$ cat src/rtl/rst_code_sched.sv
// Round-robin scheduler that frames requester command codes onto the serial m_rst line, filling gaps with idle words.
// Define RST_CODE_SCHED_PERIODIC_EN to add an internal periodic SYNC_CODE source with top priority.
module rst_code_sched #(
  parameter int                   NREQ        = 4,
  parameter int                   CODE_BITS   = 4,
  parameter logic [CODE_BITS-1:0] IDLE_CODE   = CODE_BITS'(4'b1010),
  parameter logic [CODE_BITS-1:0] SYNC_CODE   = CODE_BITS'(4'b1110),
  parameter int                   SYNC_PERIOD = 100_000_000
) (
  input  logic                      clk_100,
  input  logic                      rst,
  input  logic [NREQ-1:0]           req,
  input  logic [NREQ*CODE_BITS-1:0] code,
  output logic [NREQ-1:0]           ack,
  output logic                      m_rst,
  output logic                      frame_start,
  output logic                      grant_valid,
  output logic                      sync_sent
);

  localparam int PTR_W = (NREQ > 1) ? $clog2(NREQ) : 1;
  localparam int CNT_W = $clog2(CODE_BITS);

  logic [CODE_BITS-1:0] shift_reg;
  logic [CNT_W-1:0]     bit_cnt;
  logic [PTR_W-1:0]     ptr;
  logic                 boundary;
  logic                 sync_now;

  logic                 req_any;
  logic [PTR_W-1:0]     ptr_nxt;
  logic [NREQ-1:0]      ack_set;
  logic [CODE_BITS-1:0] win_code;

  function automatic int rr_index(input logic [PTR_W-1:0] base, input int k);
    return (int'(base) + k) % NREQ;
  endfunction

  assign boundary = (bit_cnt == CNT_W'(CODE_BITS - 1));
  assign m_rst    = shift_reg[CODE_BITS-1];

  // Search order starts at ptr; the outer loop walks priority, the inner one maps it onto a constant requester index.
  always_comb begin
    req_any  = 1'b0;
    ptr_nxt  = ptr;
    ack_set  = '0;
    win_code = IDLE_CODE;
    for (int k = 0; k < NREQ; k++) begin
      for (int j = 0; j < NREQ; j++) begin
        if (!req_any && req[j] && (rr_index(ptr, k) == j)) begin
          req_any    = 1'b1;
          ptr_nxt    = PTR_W'((j + 1) % NREQ);
          ack_set    = '0;
          ack_set[j] = 1'b1;
          win_code   = code[j*CODE_BITS +: CODE_BITS];
        end
      end
    end
  end

`ifdef RST_CODE_SCHED_PERIODIC_EN
  localparam int TMR_W = $clog2(SYNC_PERIOD);

  logic [TMR_W-1:0] timer;
  logic             pending;
  logic             wrap;

  assign wrap     = (timer == TMR_W'(SYNC_PERIOD - 1));
  // A wrap landing on the boundary cycle is serviced right there, without passing through pending.
  assign sync_now = pending | wrap;

  always_ff @(posedge clk_100 or posedge rst) begin
    if (rst) begin
      timer   <= '0;
      pending <= 1'b0;
    end else begin
      timer <= wrap ? '0 : timer + 1'b1;
      if (boundary && sync_now) pending <= 1'b0;
      else if (wrap)            pending <= 1'b1;
    end
  end
`else
  logic unused_cfg;

  assign sync_now   = 1'b0;
  assign unused_cfg = ^SYNC_CODE ^ (SYNC_PERIOD == 0);
`endif

  always_ff @(posedge clk_100 or posedge rst) begin
    if (rst) begin
      shift_reg   <= IDLE_CODE;
      bit_cnt     <= '0;
      ptr         <= '0;
      ack         <= '0;
      frame_start <= 1'b0;
      grant_valid <= 1'b0;
      sync_sent   <= 1'b0;
    end else if (!boundary) begin
      shift_reg   <= {shift_reg[CODE_BITS-2:0], 1'b0};
      bit_cnt     <= bit_cnt + 1'b1;
      ack         <= '0;
      frame_start <= 1'b0;
      sync_sent   <= 1'b0;
    end else begin
      // Word boundary: pick the next word; its MSB and the strobes appear together next cycle.
      bit_cnt     <= '0;
      frame_start <= 1'b1;
      if (sync_now) begin
        shift_reg   <= SYNC_CODE;
        ack         <= '0;
        grant_valid <= 1'b1;
        sync_sent   <= 1'b1;
      end else if (req_any) begin
        shift_reg   <= win_code;
        ack         <= ack_set;
        ptr         <= ptr_nxt;
        grant_valid <= 1'b1;
        sync_sent   <= 1'b0;
      end else begin
        shift_reg   <= IDLE_CODE;
        ack         <= '0;
        grant_valid <= 1'b0;
        sync_sent   <= 1'b0;
      end
    end
  end

endmodule

$ cat config.mk
export PLATFORM = sky130hd
export DESIGN_NAME = rst_code_sched
export DESIGN_NICKNAME = d
export VERILOG_FILES = /design/src/rtl/rst_code_sched.sv
export SDC_FILE = /design/constraint.sdc
export NUM_CORES = 1
export LEC_CHECK = 0
export CORE_ASPECT_RATIO = 1.75
export CORE_MARGIN = 1
export CORE_UTILIZATION = 30
export CTS_CLUSTER_SIZE = 25
export DETAILED_ROUTE_END_ITERATION = 16
export GPL_TIMING_DRIVEN = 0
export PLACE_DENSITY = 0.59
export SYNTH_ARGS = -nofsm -noshare
export SYNTH_HDL_FRONTEND = slang
export SYNTH_SLANG_ARGS = --single-unit
$ cat constraint.sdc
create_clock -name clk_100 -period 2 [get_ports clk_100]
set_input_delay 0.2 -clock clk_100 [delete_from_list [all_inputs] [get_ports clk_100]]
set_output_delay 0.2 -clock clk_100 [all_outputs]
set_load 0.05 [all_outputs]
==> results.sh, run 1 <==
export IMPL_syn_to_final_growth_pct=27.3
export IMPL_io_buffers=27
export IMPL_slew_viol_final=0
export IMPL_fmax_mhz=534
export IMPL_reg2reg_slack_ps=150
export IMPL_post_layout_nonfiller_instances=277
export IMPL_post_drt_via_cell_ratio=6.14
export IMPL_ys_warn_count=0
export IMPL_cp_slowest_stage_delay_ps=510
export IMPL_fin_hold_ws_ps=289
export IMPL_kind_of_capture_point_of_the_worst_setup_path="flip-flop"
export IMPL_syn_area_mm2=0.00152
export IMPL_avgSynthCellArea_um2=7.96
export IMPL_worst_endpoint_arrival_ps=2010
export IMPL_most_frequently_used_cell_type_in_the_post_synthesis_netlist="nand2_1"
export IMPL_floorplan_die_area_mm2=0.00537
export IMPL_power_density_mw_per_mm2=649
export IMPL_setup_repair_after_global_routing_missed_its_margin="no"
export IMPL_cts_max_path_buffers=2
export IMPL_synth_edff_count=0
export IMPL_cts_root_buffer="clkbuf_8"
export IMPL_critical_path_reg2reg_startpoint="ptr[1]$_DFFE_PP0P_"
export IMPL_required_time_of_the_critical_path_ps=2130
export IMPL_worst_skew_pair_late_latency_ps=240
export IMPL_wl_per_cell_um=19.0
export IMPL_synth_common_cells="nand2_1 (16), nand3_1 (15), a21oi_1 (14), o21ai_0 (13), dfrtp_1 (12)"
export IMPL_rr_worst_depth=7
export IMPL_nNetsFinal=249
export IMPL_dpl_cell_count=270
export IMPL_worstPathMaxFanout=10
export IMPL_yosysSeqAreaShare=0.232
export IMPL_hold_viol_final=0
export IMPL_synth_largest_area_cell="dfrtp_1"
export IMPL_antenna_cells=0
export IMPL_finalCriticalPeriod_ps=1870
export IMPL_start_util=0.317
export IMPL_place_congestion=0.944
export IMPL_postSynthCellCount=191
export IMPL_path_class="in2reg"
export IMPL_cts_tree="built"
export IMPL_result_of_the_run="finished, final reports clean"
export IMPL_yosys_register_bits=14
export IMPL_slowest_stage="clkdlybuf4s50_1"
export IMPL_grt_pass1_vias=1679
export IMPL_drive_above_1_share=0.156
export IMPL_setup_viol_count_final=0
export IMPL_first_pass_iters=4
export IMPL_yosysUniqueCellTypes=51
export IMPL_drt_drc_violations_left=0
export IMPL_regToRegEndpoint="shift_reg[0]$_DFF_PP0_"
export IMPL_std_cell_rows=33
export IMPL_finClkSkew_ps=0.881
export IMPL_layout_worst_path_cycle_share=0.936
export IMPL_drt_first_iter_violations=92
export IMPL_die_h_um=96.2
export IMPL_antenna_found_initial=0
export IMPL_clk_transition_reported_paths_ps=60
export IMPL_ys_top_cells_by_area="dfrtp_1 (20%), nand3_1 (4.9%), a21oi_1 (4.6%)"
export IMPL_total_power_mw=1.26
export IMPL_overall_fraction_of_global_route_tracks_in_use=0.208
export IMPL_cts_num_sinks=14
export IMPL_worstPathCellList="clkdlybuf4s50_1 > buf_4 > and4bb_1 > nand2_1 > o21a_1 > o221a_1 > o31ai_1"
export IMPL_grt_pass1_wl_mm=8.58
export IMPL_grt_max_degree=15
export IMPL_drv_max_cap_violation_count=0
export IMPL_cts_made_buffers=3
export IMPL_irDropWorstVdd_uv=458
export IMPL_post_synth_top_area_fraction=0.198
export IMPL_core_area_mm2=0.00479
export IMPL_relSlewSlack=0.657
export IMPL_max_slew_worst_pin_slew_ps=513
export IMPL_syn_num_nets=214
export IMPL_overflow_left_after_global_routing=0
export IMPL_htree_num_levels=1
export IMPL_min_path_type="in2async"
export IMPL_die_width_um=55.8
export IMPL_cellLeakagePower_nw=0.760
export IMPL_route_vias_total=1700
export IMPL_ant_nets=0
export IMPL_synth_flop_cell="dfrtp_1"
export IMPL_async_flop_share=1.00
export IMPL_io_pins=30
export IMPL_place_detailed_hpwl_mm=4.00
export IMPL_drt_wl_total_mm=5.26
export IMPL_cp_start_kind="input pin"
==> stage by stage <==
stage | setup WS (ps) | cell area, µm² | utilization | setup TNS (ps)
detailed placement | -137 | 1860 | 0.387 | -364
floorplan | 453 | 1520 | - | 0
global placement | -127 | 1860 | 0.387 | -281
global route | 56.8 | 1940 | 0.404 | 0
CTS | 98.1 | 1910 | 0.399 | 0
finish | 127 | 1940 | 0.404 | 0
==> worst max-delay path, delay by kind of cell <==
family	cells	cell delay [ps]
simple gates	2	540
compound gates	3	530
buf+inv	2	730
==> power by group <==
part           switching, mW  internal, mW
clock                 0.0998         0.174
sequential            0.0152         0.335
combinational          0.380         0.253
==> layer usage <==
layer	share of wire	GRT usage
met5	0	0
met3	0.063	0.0202
met2	0.50	0.359
met4	0.048	0.159
met1	0.39	0.236
==> repair_timing <==
action                                 CTS  global route
endpoints found under the hold margin    0             0
buffers inserted                         0             3
resized for setup                        0             1
hold buffers                             0             0
setup endpoints to repair                0             3
==> cells by family after synthesis <==
kind of cell | Yosys count | synth area share
AOI/OAI and AO/OA | 72 | 0.351
adders and majority gates | 1 | 0.00823
buffers and inverters | 26 | 0.100
DFF | 14 | 0.232
muxes | 1 | 0.00658
other | 1 | 0.00247
and+or+nand+nor | 76 | 0.299
==> how the worst max path moves through the flow <==
stage                       start                     end  slack [ps]  depth (start not counted)
2_1_floorplan  ptr[1]$_DFFE_PP0P_  shift_reg[2]$_DFF_PP0_         450                          7
3_3_place_gp               req[0]  shift_reg[2]$_DFF_PP0_        -130                          7
3_5_place_dp               req[0]  shift_reg[2]$_DFF_PP0_        -140                          7
4_1_cts        ptr[0]$_DFFE_PP0P_  shift_reg[2]$_DFF_PP0_         100                          7
5_1_grt                    req[0]  shift_reg[0]$_DFF_PP0_          60                          7
6_report                   req[2]  shift_reg[2]$_DFF_PP0_         130                          7
==> placed cells by master, fill, tap and decap left out, types with 2 or more instances in the layout <==
cell	instances
clkdlybuf4s50_1	26
nand2_1	16
nand3_1	15
a21oi_1	14
o21ai_0	13
dfrtp_1	12
nor2_1	10
buf_4	9
inv_1	9
buf_2	8
a31oi_1	8
nand2b_1	6
nor2b_1	5
and4bb_1	5
o221ai_1	5
clkbuf_8	4
buf_6	3
a21o_1	3
nand4_1	3
o221a_1	3
o22a_1	3
o21ai_1	3
o211ai_1	2
and3_1	2
a22oi_1	2
o2111a_1	2
o31ai_1	2
nand4bb_1	2
o2111ai_1	2
nor3_1	2
nand3b_1	2
dfstp_2	2
==> final cells by class <==
cell class                      instances  area, µm²
Inverter                                9       33.8
Tap cell                               52       65.1
Clock buffer                            4       55.1
Timing Repair Buffer                   30        295
Fill cell                             502       2850
Sequential cell                        14        353
Buffer                                 17        119
Multi-Input combinational cell        151       1010
No activity file was read; power rests on OpenSTA's default activity.
==> inputs of run 2 (changes only) <==
Settings changed: CORE_ASPECT_RATIO 1.75 to default, HOLD_SLACK_MARGIN from default to 0.08.
==> run 2 against run 1 <==
Net effect: sequential share of layout area grew 0.059 points; register-to-register slack got worse by 30 ps; count of clock-buffer cells in the layout stayed put; final area shrank 0.32%; sequential cell count unchanged; maximum frequency decreased by 0.54%; via count decreased by 2.1%; utilization is 0.099 points lower; final cell count increased by 4.3%; total power down 2.1%; critical endpoint is now shift_reg[3]$_DFF_PP1_.
==> results.sh, run 2 (synthesis gave the netlist of run 1 again) <==
export IMPL_worstPathCellList="buf_2 > nor2b_1 > nand4b_1 > o2111a_1 > o2111ai_1 > nand2_1"
export IMPL_post_route_setup_slack_ps=117
export IMPL_worst_endpoint_arrival_ps=2050
export IMPL_overflow_left_after_global_routing=0
export IMPL_floorplan_die_area_mm2=0.00536
export IMPL_layout_worst_path_cycle_share=0.941
export IMPL_cts_tree="built"
export IMPL_power_density_mw_per_mm2=637
export IMPL_kind_of_capture_point_of_the_worst_setup_path="flip-flop"
export IMPL_worst_skew_pair_late_latency_ps=240
export IMPL_setup_repair_after_global_routing_missed_its_margin="no"
export IMPL_antenna_found_initial=0
export IMPL_antenna_cells=0
export IMPL_core_area_mm2=0.00479
export IMPL_cts_root_buffer="clkbuf_8"
export IMPL_layout_cells_most_common_list="clkdlybuf4s50_1 (27), nand2_1 (16), nand3_1 (15), a21oi_1 (14), o21ai_0 (13)"
export IMPL_io_pins=30
export IMPL_die_width_um=73.2
export IMPL_slew_viol_final=0
export IMPL_grt_pass1_vias=1560
export IMPL_worst_setup_path_endpoint="shift_reg[3]$_DFF_PP1_"
export IMPL_regToRegEndpoint="shift_reg[3]$_DFF_PP1_"
export IMPL_rr_worst_depth=6
export IMPL_preCtsSetupSlack_ps=-86.8
export IMPL_slowest_stage="nor2b_1"
export IMPL_std_cell_rows=25
export IMPL_finClkSkew_ps=1.07
export IMPL_nNetsFinal=246
export IMPL_finalCriticalPeriod_ps=1880
export IMPL_max_slew_worst_pin_slew_ps=502
export IMPL_irDropWorstVdd_uv=247
export IMPL_cp_start_kind="flip-flop"
export IMPL_worstPathMaxFanout=10
export IMPL_worst_setup_path_startpoint="ptr[0]$_DFFE_PP0P_"
export IMPL_layout_cells_most_common="clkdlybuf4s50_1"
export IMPL_critPathTopFamily="simple AND/OR/NAND/NOR gates"
export IMPL_drive_above_1_share=0.144
export IMPL_grt_pass1_wl_mm=8.16
export IMPL_result_of_the_run="finished, final reports clean"
export IMPL_cellLeakagePower_nw=0.738
export IMPL_place_congestion=1.00
export IMPL_multi_input_area_mm2=0.00101
export IMPL_hold_viol_final=0
export IMPL_drt_first_iter_violations=143
export IMPL_wl_per_cell_um=16.5
export IMPL_timing_critical_path_buf_inv=1
export IMPL_reg2reg_slack_ps=120
export IMPL_min_path_type="in2async"
export IMPL_io_buffers=27
export IMPL_ant_nets=0
export IMPL_layout_filler_cells=495
export IMPL_setup_viol_count_final=0
export IMPL_die_h_um=73.2
export IMPL_cts_resized_gates=0
export IMPL_path_depth=6
export IMPL_critical_path_reg2reg_startpoint="ptr[0]$_DFFE_PP0P_"
export IMPL_route_vias_total=1664
export IMPL_start_util=0.318
export IMPL_overall_fraction_of_global_route_tracks_in_use=0.200
export IMPL_post_drt_via_cell_ratio=5.76
export IMPL_syn_to_final_growth_pct=26.9
export IMPL_cts_max_path_buffers=2
export IMPL_grt_max_degree=15
export IMPL_drt_drc_violations_left=0
export IMPL_post_cts_setup_buffers=0
export IMPL_cp_slowest_stage_delay_ps=440
export IMPL_cts_made_buffers=3
export IMPL_relSlewSlack=0.665
export IMPL_hold_buffers=0
export IMPL_cts_num_sinks=14
export IMPL_path_class="reg2reg"
export IMPL_clk_transition_reported_paths_ps=50
export IMPL_required_time_of_the_critical_path_ps=2170
export IMPL_fmax_mhz=531
export IMPL_first_pass_iters=4
export IMPL_ff_latch_area_um2=353
export IMPL_drt_wl_total_mm=4.78
export IMPL_drv_max_cap_violation_count=0
export IMPL_place_detailed_hpwl_mm=3.62
export IMPL_htree_num_levels=1
export IMPL_fin_hold_ws_ps=286
-- run 2: metal layers --
metal	vias up	share of wire	track usage	wire length, µm
met3	14	0.067	0.0331	318
met4	0	0.029	0.0871	140
met2	81	0.45	0.302	2140
li1	786	-	-	-
met1	783	0.46	0.279	2180
met5	-	0	0	0
-- run 2: worst min-delay path by stage --
stage | slack, ps | endpoint | depth (start not counted) | from
after floorplan | 90 | ack[0]$_DFF_PP0_ | 1 | rst
after global placement | 420 | bit_cnt[0]$_DFF_PP0_ | 1 | bit_cnt[0]$_DFF_PP0_
after detailed placement | 430 | bit_cnt[0]$_DFF_PP0_ | 1 | bit_cnt[0]$_DFF_PP0_
after CTS | 310 | shift_reg[2]$_DFF_PP0_ | 2 | rst
after global routing | 370 | bit_cnt[0]$_DFF_PP0_ | 2 | rst
final | 290 | grant_valid$_DFFE_PP0P_ | 2 | rst
-- run 2: area by class of cell --
type / instances / area share
inverters: 9 / 0.0175
multi-input cells: 151 / 0.526
flip-flops and latches: 14 / 0.183
clock buffers: 4 / 0.0285
repair buffers: 27 / 0.140
plain buffers: 17 / 0.0616
well taps: 67 / 0.0435
-- run 2: stage by stage --
| step | util | TNS [ps] | cell area (µm²) | std cells | power [mW] |
|---|---|---|---|---|---|
| 2_1_floorplan | - | 0 | 1520 | 191 | 0.776 |
| 3_3_place_gp | 0.392 | -148 | 1870 | 285 | 0.959 |
| 3_5_place_dp | 0.392 | -143 | 1870 | 285 | 0.956 |
| 4_1_cts | 0.403 | 0 | 1930 | 289 | 1.23 |
| 5_1_grt | 0.403 | 0 | 1930 | 289 | 1.32 |
| 6_report | 0.403 | 0 | 1930 | 289 | 1.23 |
-- run 2: worst reg2reg max path, cell delays in order, from the launching register on --
cell       delay (ps)
dfrtp_1           350
buf_2             190
nor2b_1           440
nand4b_1          310
o2111a_1          320
o2111ai_1         100
nand2_1            80
-- run 2: where the power goes --
part	switching, mW	internal (mW)	total (mW)
logic	0.361	0.250	0.611
registers	0.0153	0.335	0.350
clock network	0.0944	0.174	0.269
total	0.471	0.759	1.23
